### src/rtl/sprite_plotter.sv
// sprite_plotter
//   Moves a small bitmap sprite on a 160x120 framebuffer driven through a
//   vga_adapter-style pixel port. Each accepted request erases the sprite at
//   its previous position (painting BG_COLOUR under its opaque pixels), then
//   draws it at the new position, one pixel per clock, row-major.
//
// Ports
//   clk        : system clock, rising edge
//   reset      : asynchronous, active-high
//   req_valid  : request strobe, accepted when req_ready is high
//   req_ready  : high only while idle
//   req_x/y    : new top-left corner (x 0..159, y 0..119)
//   req_colour : sprite colour
//   req_mask   : bitmap, bit dy*SPRITE_W+dx, 1 = opaque
//   x/y/colour : registered pixel coordinates and colour
//   write      : registered pixel write strobe
//   done       : one-cycle pulse when a request completes
module sprite_plotter #(
  parameter int          SPRITE_W  = 5,
  parameter int          SPRITE_H  = 5,
  parameter logic [2:0]  BG_COLOUR = 3'b000
) (
  input  logic                         clk,
  input  logic                         reset,
  input  logic                         req_valid,
  output logic                         req_ready,
  input  logic [7:0]                   req_x,
  input  logic [6:0]                   req_y,
  input  logic [2:0]                   req_colour,
  input  logic [SPRITE_W*SPRITE_H-1:0] req_mask,
  output logic [7:0]                   x,
  output logic [6:0]                   y,
  output logic [2:0]                   colour,
  output logic                         write,
  output logic                         done
);

  localparam int N = SPRITE_W * SPRITE_H;
  localparam logic [3:0] LAST_DX = 4'(SPRITE_W - 1);
  localparam logic [3:0] LAST_DY = 4'(SPRITE_H - 1);

  typedef enum logic [1:0] {IDLE, ERASE, DRAW, DONE} state_t;

  state_t         state_q, state_d;
  logic [3:0]     dx_q, dx_d, dy_q, dy_d;
  logic           has_prev_q, has_prev_d;
  logic [7:0]     new_x_q, new_x_d, prev_x_q, prev_x_d;
  logic [6:0]     new_y_q, new_y_d, prev_y_q, prev_y_d;
  logic [2:0]     new_colour_q, new_colour_d;
  logic [N-1:0]   new_mask_q, new_mask_d, prev_mask_q, prev_mask_d;
  logic [7:0]     x_q, x_d;
  logic [6:0]     y_q, y_d;
  logic [2:0]     colour_q, colour_d;
  logic           write_q, write_d, done_q, done_d;

  // Scan datapath signals
  logic [7:0]     base_x;
  logic [6:0]     base_y;
  logic [N-1:0]   sel_mask, bit_sel;
  logic [7:0]     idx;
  logic [8:0]     px;
  logic [7:0]     py;
  logic           pix_on, on_screen, last_pix;

  always_comb begin
    // Erase walks the old footprint, draw walks the latched new one.
    base_x   = (state_q == ERASE) ? prev_x_q    : new_x_q;
    base_y   = (state_q == ERASE) ? prev_y_q    : new_y_q;
    sel_mask = (state_q == ERASE) ? prev_mask_q : new_mask_q;

    idx      = 8'(dy_q) * 8'(SPRITE_W) + 8'(dx_q);
    bit_sel  = '0;
    bit_sel[0] = 1'b1;
    bit_sel  = bit_sel << idx;
    pix_on   = |(sel_mask & bit_sel);

    // Widened sums so off-screen pixels are clipped instead of wrapping.
    px        = {1'b0, base_x} + {5'b0, dx_q};
    py        = {1'b0, base_y} + {4'b0, dy_q};
    on_screen = (px < 9'd160) && (py < 8'd120);
    last_pix  = (dx_q == LAST_DX) && (dy_q == LAST_DY);
  end

  assign req_ready = (state_q == IDLE);

  always_comb begin
    state_d      = state_q;
    dx_d         = dx_q;
    dy_d         = dy_q;
    has_prev_d   = has_prev_q;
    new_x_d      = new_x_q;
    new_y_d      = new_y_q;
    new_colour_d = new_colour_q;
    new_mask_d   = new_mask_q;
    prev_x_d     = prev_x_q;
    prev_y_d     = prev_y_q;
    prev_mask_d  = prev_mask_q;
    x_d          = x_q;
    y_d          = y_q;
    colour_d     = colour_q;
    write_d      = 1'b0;
    done_d       = 1'b0;

    case (state_q)
      IDLE: begin
        if (req_valid) begin
          new_x_d      = req_x;
          new_y_d      = req_y;
          new_colour_d = req_colour;
          new_mask_d   = req_mask;
          dx_d         = '0;
          dy_d         = '0;
          state_d      = has_prev_q ? ERASE : DRAW;
        end
      end

      ERASE, DRAW: begin
        x_d      = px[7:0];
        y_d      = py[6:0];
        colour_d = (state_q == ERASE) ? BG_COLOUR : new_colour_q;
        write_d  = pix_on && on_screen;

        if (dx_q == LAST_DX) begin
          dx_d = '0;
          dy_d = (dy_q == LAST_DY) ? 4'd0 : dy_q + 4'd1;
        end else begin
          dx_d = dx_q + 4'd1;
        end

        if (last_pix) begin
          state_d = (state_q == ERASE) ? DRAW : DONE;
        end
      end

      DONE: begin
        done_d      = 1'b1;
        prev_x_d    = new_x_q;
        prev_y_d    = new_y_q;
        prev_mask_d = new_mask_q;
        has_prev_d  = 1'b1;
        state_d     = IDLE;
      end

      default: state_d = IDLE;
    endcase
  end

  always_ff @(posedge clk or posedge reset) begin
    if (reset) begin
      state_q      <= IDLE;
      dx_q         <= '0;
      dy_q         <= '0;
      has_prev_q   <= 1'b0;
      new_x_q      <= '0;
      new_y_q      <= '0;
      new_colour_q <= '0;
      new_mask_q   <= '0;
      prev_x_q     <= '0;
      prev_y_q     <= '0;
      prev_mask_q  <= '0;
      x_q          <= '0;
      y_q          <= '0;
      colour_q     <= '0;
      write_q      <= 1'b0;
      done_q       <= 1'b0;
    end else begin
      state_q      <= state_d;
      dx_q         <= dx_d;
      dy_q         <= dy_d;
      has_prev_q   <= has_prev_d;
      new_x_q      <= new_x_d;
      new_y_q      <= new_y_d;
      new_colour_q <= new_colour_d;
      new_mask_q   <= new_mask_d;
      prev_x_q     <= prev_x_d;
      prev_y_q     <= prev_y_d;
      prev_mask_q  <= prev_mask_d;
      x_q          <= x_d;
      y_q          <= y_d;
      colour_q     <= colour_d;
      write_q      <= write_d;
      done_q       <= done_d;
    end
  end

  assign x      = x_q;
  assign y      = y_q;
  assign colour = colour_q;
  assign write  = write_q;
  assign done   = done_q;

endmodule

### config.mk
export PLATFORM = sky130hd
export DESIGN_NAME = sprite_plotter
export DESIGN_NICKNAME = d
export VERILOG_FILES = /design/src/rtl/sprite_plotter.sv
export SDC_FILE = /design/constraint.sdc
export NUM_CORES = 1
export LEC_CHECK = 0
export ABC_AREA = 0
export CORE_ASPECT_RATIO = 1.4
export CORE_UTILIZATION = 30
export CTS_BUF_LIST = sky130_fd_sc_hd__clkbuf_8
export CTS_CLUSTER_DIAMETER = 150
export CTS_CLUSTER_SIZE = 10
export DETAILED_ROUTE_END_ITERATION = 12
export SETUP_SLACK_MARGIN = 0.2
export SYNTH_ARGS = -nofsm -noshare
export SYNTH_HDL_FRONTEND = slang
export SYNTH_SLANG_ARGS = --single-unit
export TNS_END_PERCENT = 5
### constraint.sdc
create_clock -name clk -period 4.75 [get_ports clk]
set_input_delay 0.95 -clock clk [delete_from_list [all_inputs] [get_ports clk]]
set_output_delay 0.95 -clock clk [all_outputs]
set_load 0.1 [all_outputs]
==> flow_summary.toml <==
[cts]
clkSinkCount = 114
cts.clk_slew.worst_paths_ns = 0.07
cts_tree = "done"
clk_latency_ns = 0.44
postCtsSetupBuffers = 0
cts_made_buffers = 17
clockRootBuffer = "clkbuf_8"
clock_path_buffers = 2
cts_resized = 0
cts_hold_buf = 0
htreeDepth = 4

[route]
drt_iter0_markers = 115
dr_total_vias = 3770
drt_wl_total_um = 11800
drcViolationCount = 0
first_pass_iters = 4
detail-route-antenna-nets = 0
via_per_inst = 4.83
avgRoutedWirePerCell_um = 15.2

[floorplan]
die_h_um = 166
num_rows = 59
ios = 67
core_sq_mm = 0.0188
die_x_um = 119
die-area_sq_mm = 0.0199
initial_core_util_pct = 30.9

[timing]
drv_slew = 0
tightestPinTransition_ns = 1.09
fin_tns_setup_ns = 0
rsz0062_at_grt = "false"
fin_crit_sh_pct = 73.4
period_needed_ns = 3.48
relSlewSlack_pct = 27.1
timing.fmax_mhz = 287
setup_violations = 0
clock_skew_ns = 0.00993
hold_violations = 0

[critical_path]
crit_chain = "inv_1 -> ha_1 -> clkdlybuf4s50_1"
path_class = "flip-flop to output port"
crit_fanout = 7
worst_ep_required_time_ns = 3.80
path_delay_family = "buffers and inverters"
slowest_stage = "clkdlybuf4s50_1"
critPathMaxStageDelay_ns = 1.22
cp-end-kind = "output port"
startpoint = "state_q[0]"
cp-start-kind = "flip-flop"
cp_num_buf_inv = 2
critPathArrivalTime_ns = 2.53
r2r-start = "dy_q[0]"

[global_route]
antenna_found_initial = 0
grt_overflow = 0
grt_max_degree = 53
grtUsageTotal_pct = 13.1
grt_pass1_wl_um = 20200
grt_pass1_vias = 4070

[hold_path]
hp-class = "flip-flop to flip-flop"
hp-start = "prev_mask_q[13]"

[yosys]
netlist_instances = 455
syn_nets = 532
yosysTopAreaCellShare_pct = 49.3
yosys_register_bits = 114
syn_avg_cell_area_sq_um = 12.7
synth-seq-area-share_pct = 49.3
synth_area_leader_cell = "dfrtp_1"
syn_area_sq_mm = 0.00579
yosysUniqueCellTypes = 50
synth-async-reset-ratio_pct = 100
ys.flop_type = "dfrtp_1"
synth_area_leaders = "dfrtp_1, mux2_2, ha_1"
synth-edff-count = 0
yosysWarnings = 0

[final_layout]
drive_gt1_share_pct = 28.5
n_antenna_cell = 0
nets = 601
fillers = 1816
synthToLayoutAreaGrowth_pct = 23.4

[place]
place.gp.congestion = 0.830
hpwl_um = 8500
io_buffers = 66

[outcome]
outcome = "completed"

[run]
cap_viol_max_count = 0
Yosys cell counts (2+ instances only):
cell type / count
a211oi_1: 3
a21o_1: 8
a21oi_1: 23
buf_1: 3
buf_2: 3
buf_4: 2
clkbuf_1: 12
dfrtp_1: 114
fa_1: 4
ha_1: 27
inv_1: 16
mux2_2: 104
mux2i_1: 15
mux4_2: 7
nand2_1: 16
nand2b_1: 4
nand3_1: 7
nand3b_1: 4
nand4_1: 2
nor2_1: 16
nor2b_1: 3
nor3_1: 4
nor3b_1: 2
o21ai_0: 13
o21ai_1: 3
o22ai_1: 5
xnor2_1: 9
xor2_1: 4
flip-flops by register name, indices dropped and copies added (netlist names):
| register | flops |
|---|---|
| dx_q | 4 |
| done | 1 |
| has_prev_q | 1 |
| new_colour_q | 3 |
| prev_x_q | 8 |
| y | 7 |
| prev_y_q | 7 |
| new_y_q | 7 |
| prev_mask_q | 25 |
| dy_q | 4 |
| new_mask_q | 25 |
| state_q | 2 |
| colour | 3 |
| write | 1 |
| new_x_q | 8 |
| x | 8 |
worst register-to-register path: cells and delay by family, from the launching register on:
family / cells / cell delay, ns
fa+ha+maj: 3 / 1.49
mux: 2 / 0.67
buf+inv: 1 / 0.06
compound gates: 3 / 0.56
flops: 1 / 0.46
simple gates: 1 / 0.10
through the flow:
step,setup WS [ns],instances,util [%],hold WS (ns),instance area [sq um]
after floorplan,0.784,455,-,0.461,5790
after global placement,1.33,749,35.8,0.485,6710
after detailed placement,1.26,749,35.8,0.492,6710
after CTS,1.24,781,38.1,0.510,7140
after global routing,1.08,781,38.1,0.523,7140
final,1.27,781,38.1,0.506,7140
logic make-up after synthesis:
group / share of synthesized area, %
adder cells (fa/ha/maj): 7.22
AND/OR/NAND/NOR: 5.51
AO/OA/AOI/OAI: 7.46
flip-flops: 49.3
buffers and inverters: 2.53
multiplexers: 25.7
XOR/XNOR: 2.25
area by class of cell:
type                    count  area, sq um  area share, %
clock inverters            14          189           2.64
multi-input cells         305         2800           39.1
well taps                 244          305           4.27
clock buffers              18          248           3.47
repair buffers             70          691           9.67
inverters                  16         62.6          0.876
flip-flops and latches    114         2850           39.9
worst paths after layout:
check	cells after the start	slack [ns]	endpoint
min in group asynchronous	2	0.96	prev_mask_q[20]
max in group asynchronous	3	2.89	prev_mask_q[3]
worst min register to register	1	0.51	prev_mask_q[13]
worst max register to register	10	1.28	write
worst min-delay path	1	0.51	prev_mask_q[13]
worst max-delay path	3	1.27	req_ready
cell usage in the layout (no fill, tap or decap), types with 9 or more instances in the layout:
cell             Yosys  routed
a21oi_1             23      23
clkbuf_8             0      18
clkdlybuf4s50_1      0      66
dfrtp_1            114     114
ha_1                27      25
inv_1               16      16
mux2_2             104     104
mux2i_1             15      15
nand2_1             16      15
nor2_1              16      16
o21ai_0             13      13
xnor2_1              9       9
per-layer routing:
metal  routed length, um  vias up  track usage (%)
li1                    -     1797                -
met1                4980     1884             14.9
met2                6190       72             22.9
met3                 438       17             3.67
met4                 241        0             5.16
met5                   0        -                0
Power is not shown: default switching activity piles up to over one toggle a cycle in this logic, so the estimate is an artifact.
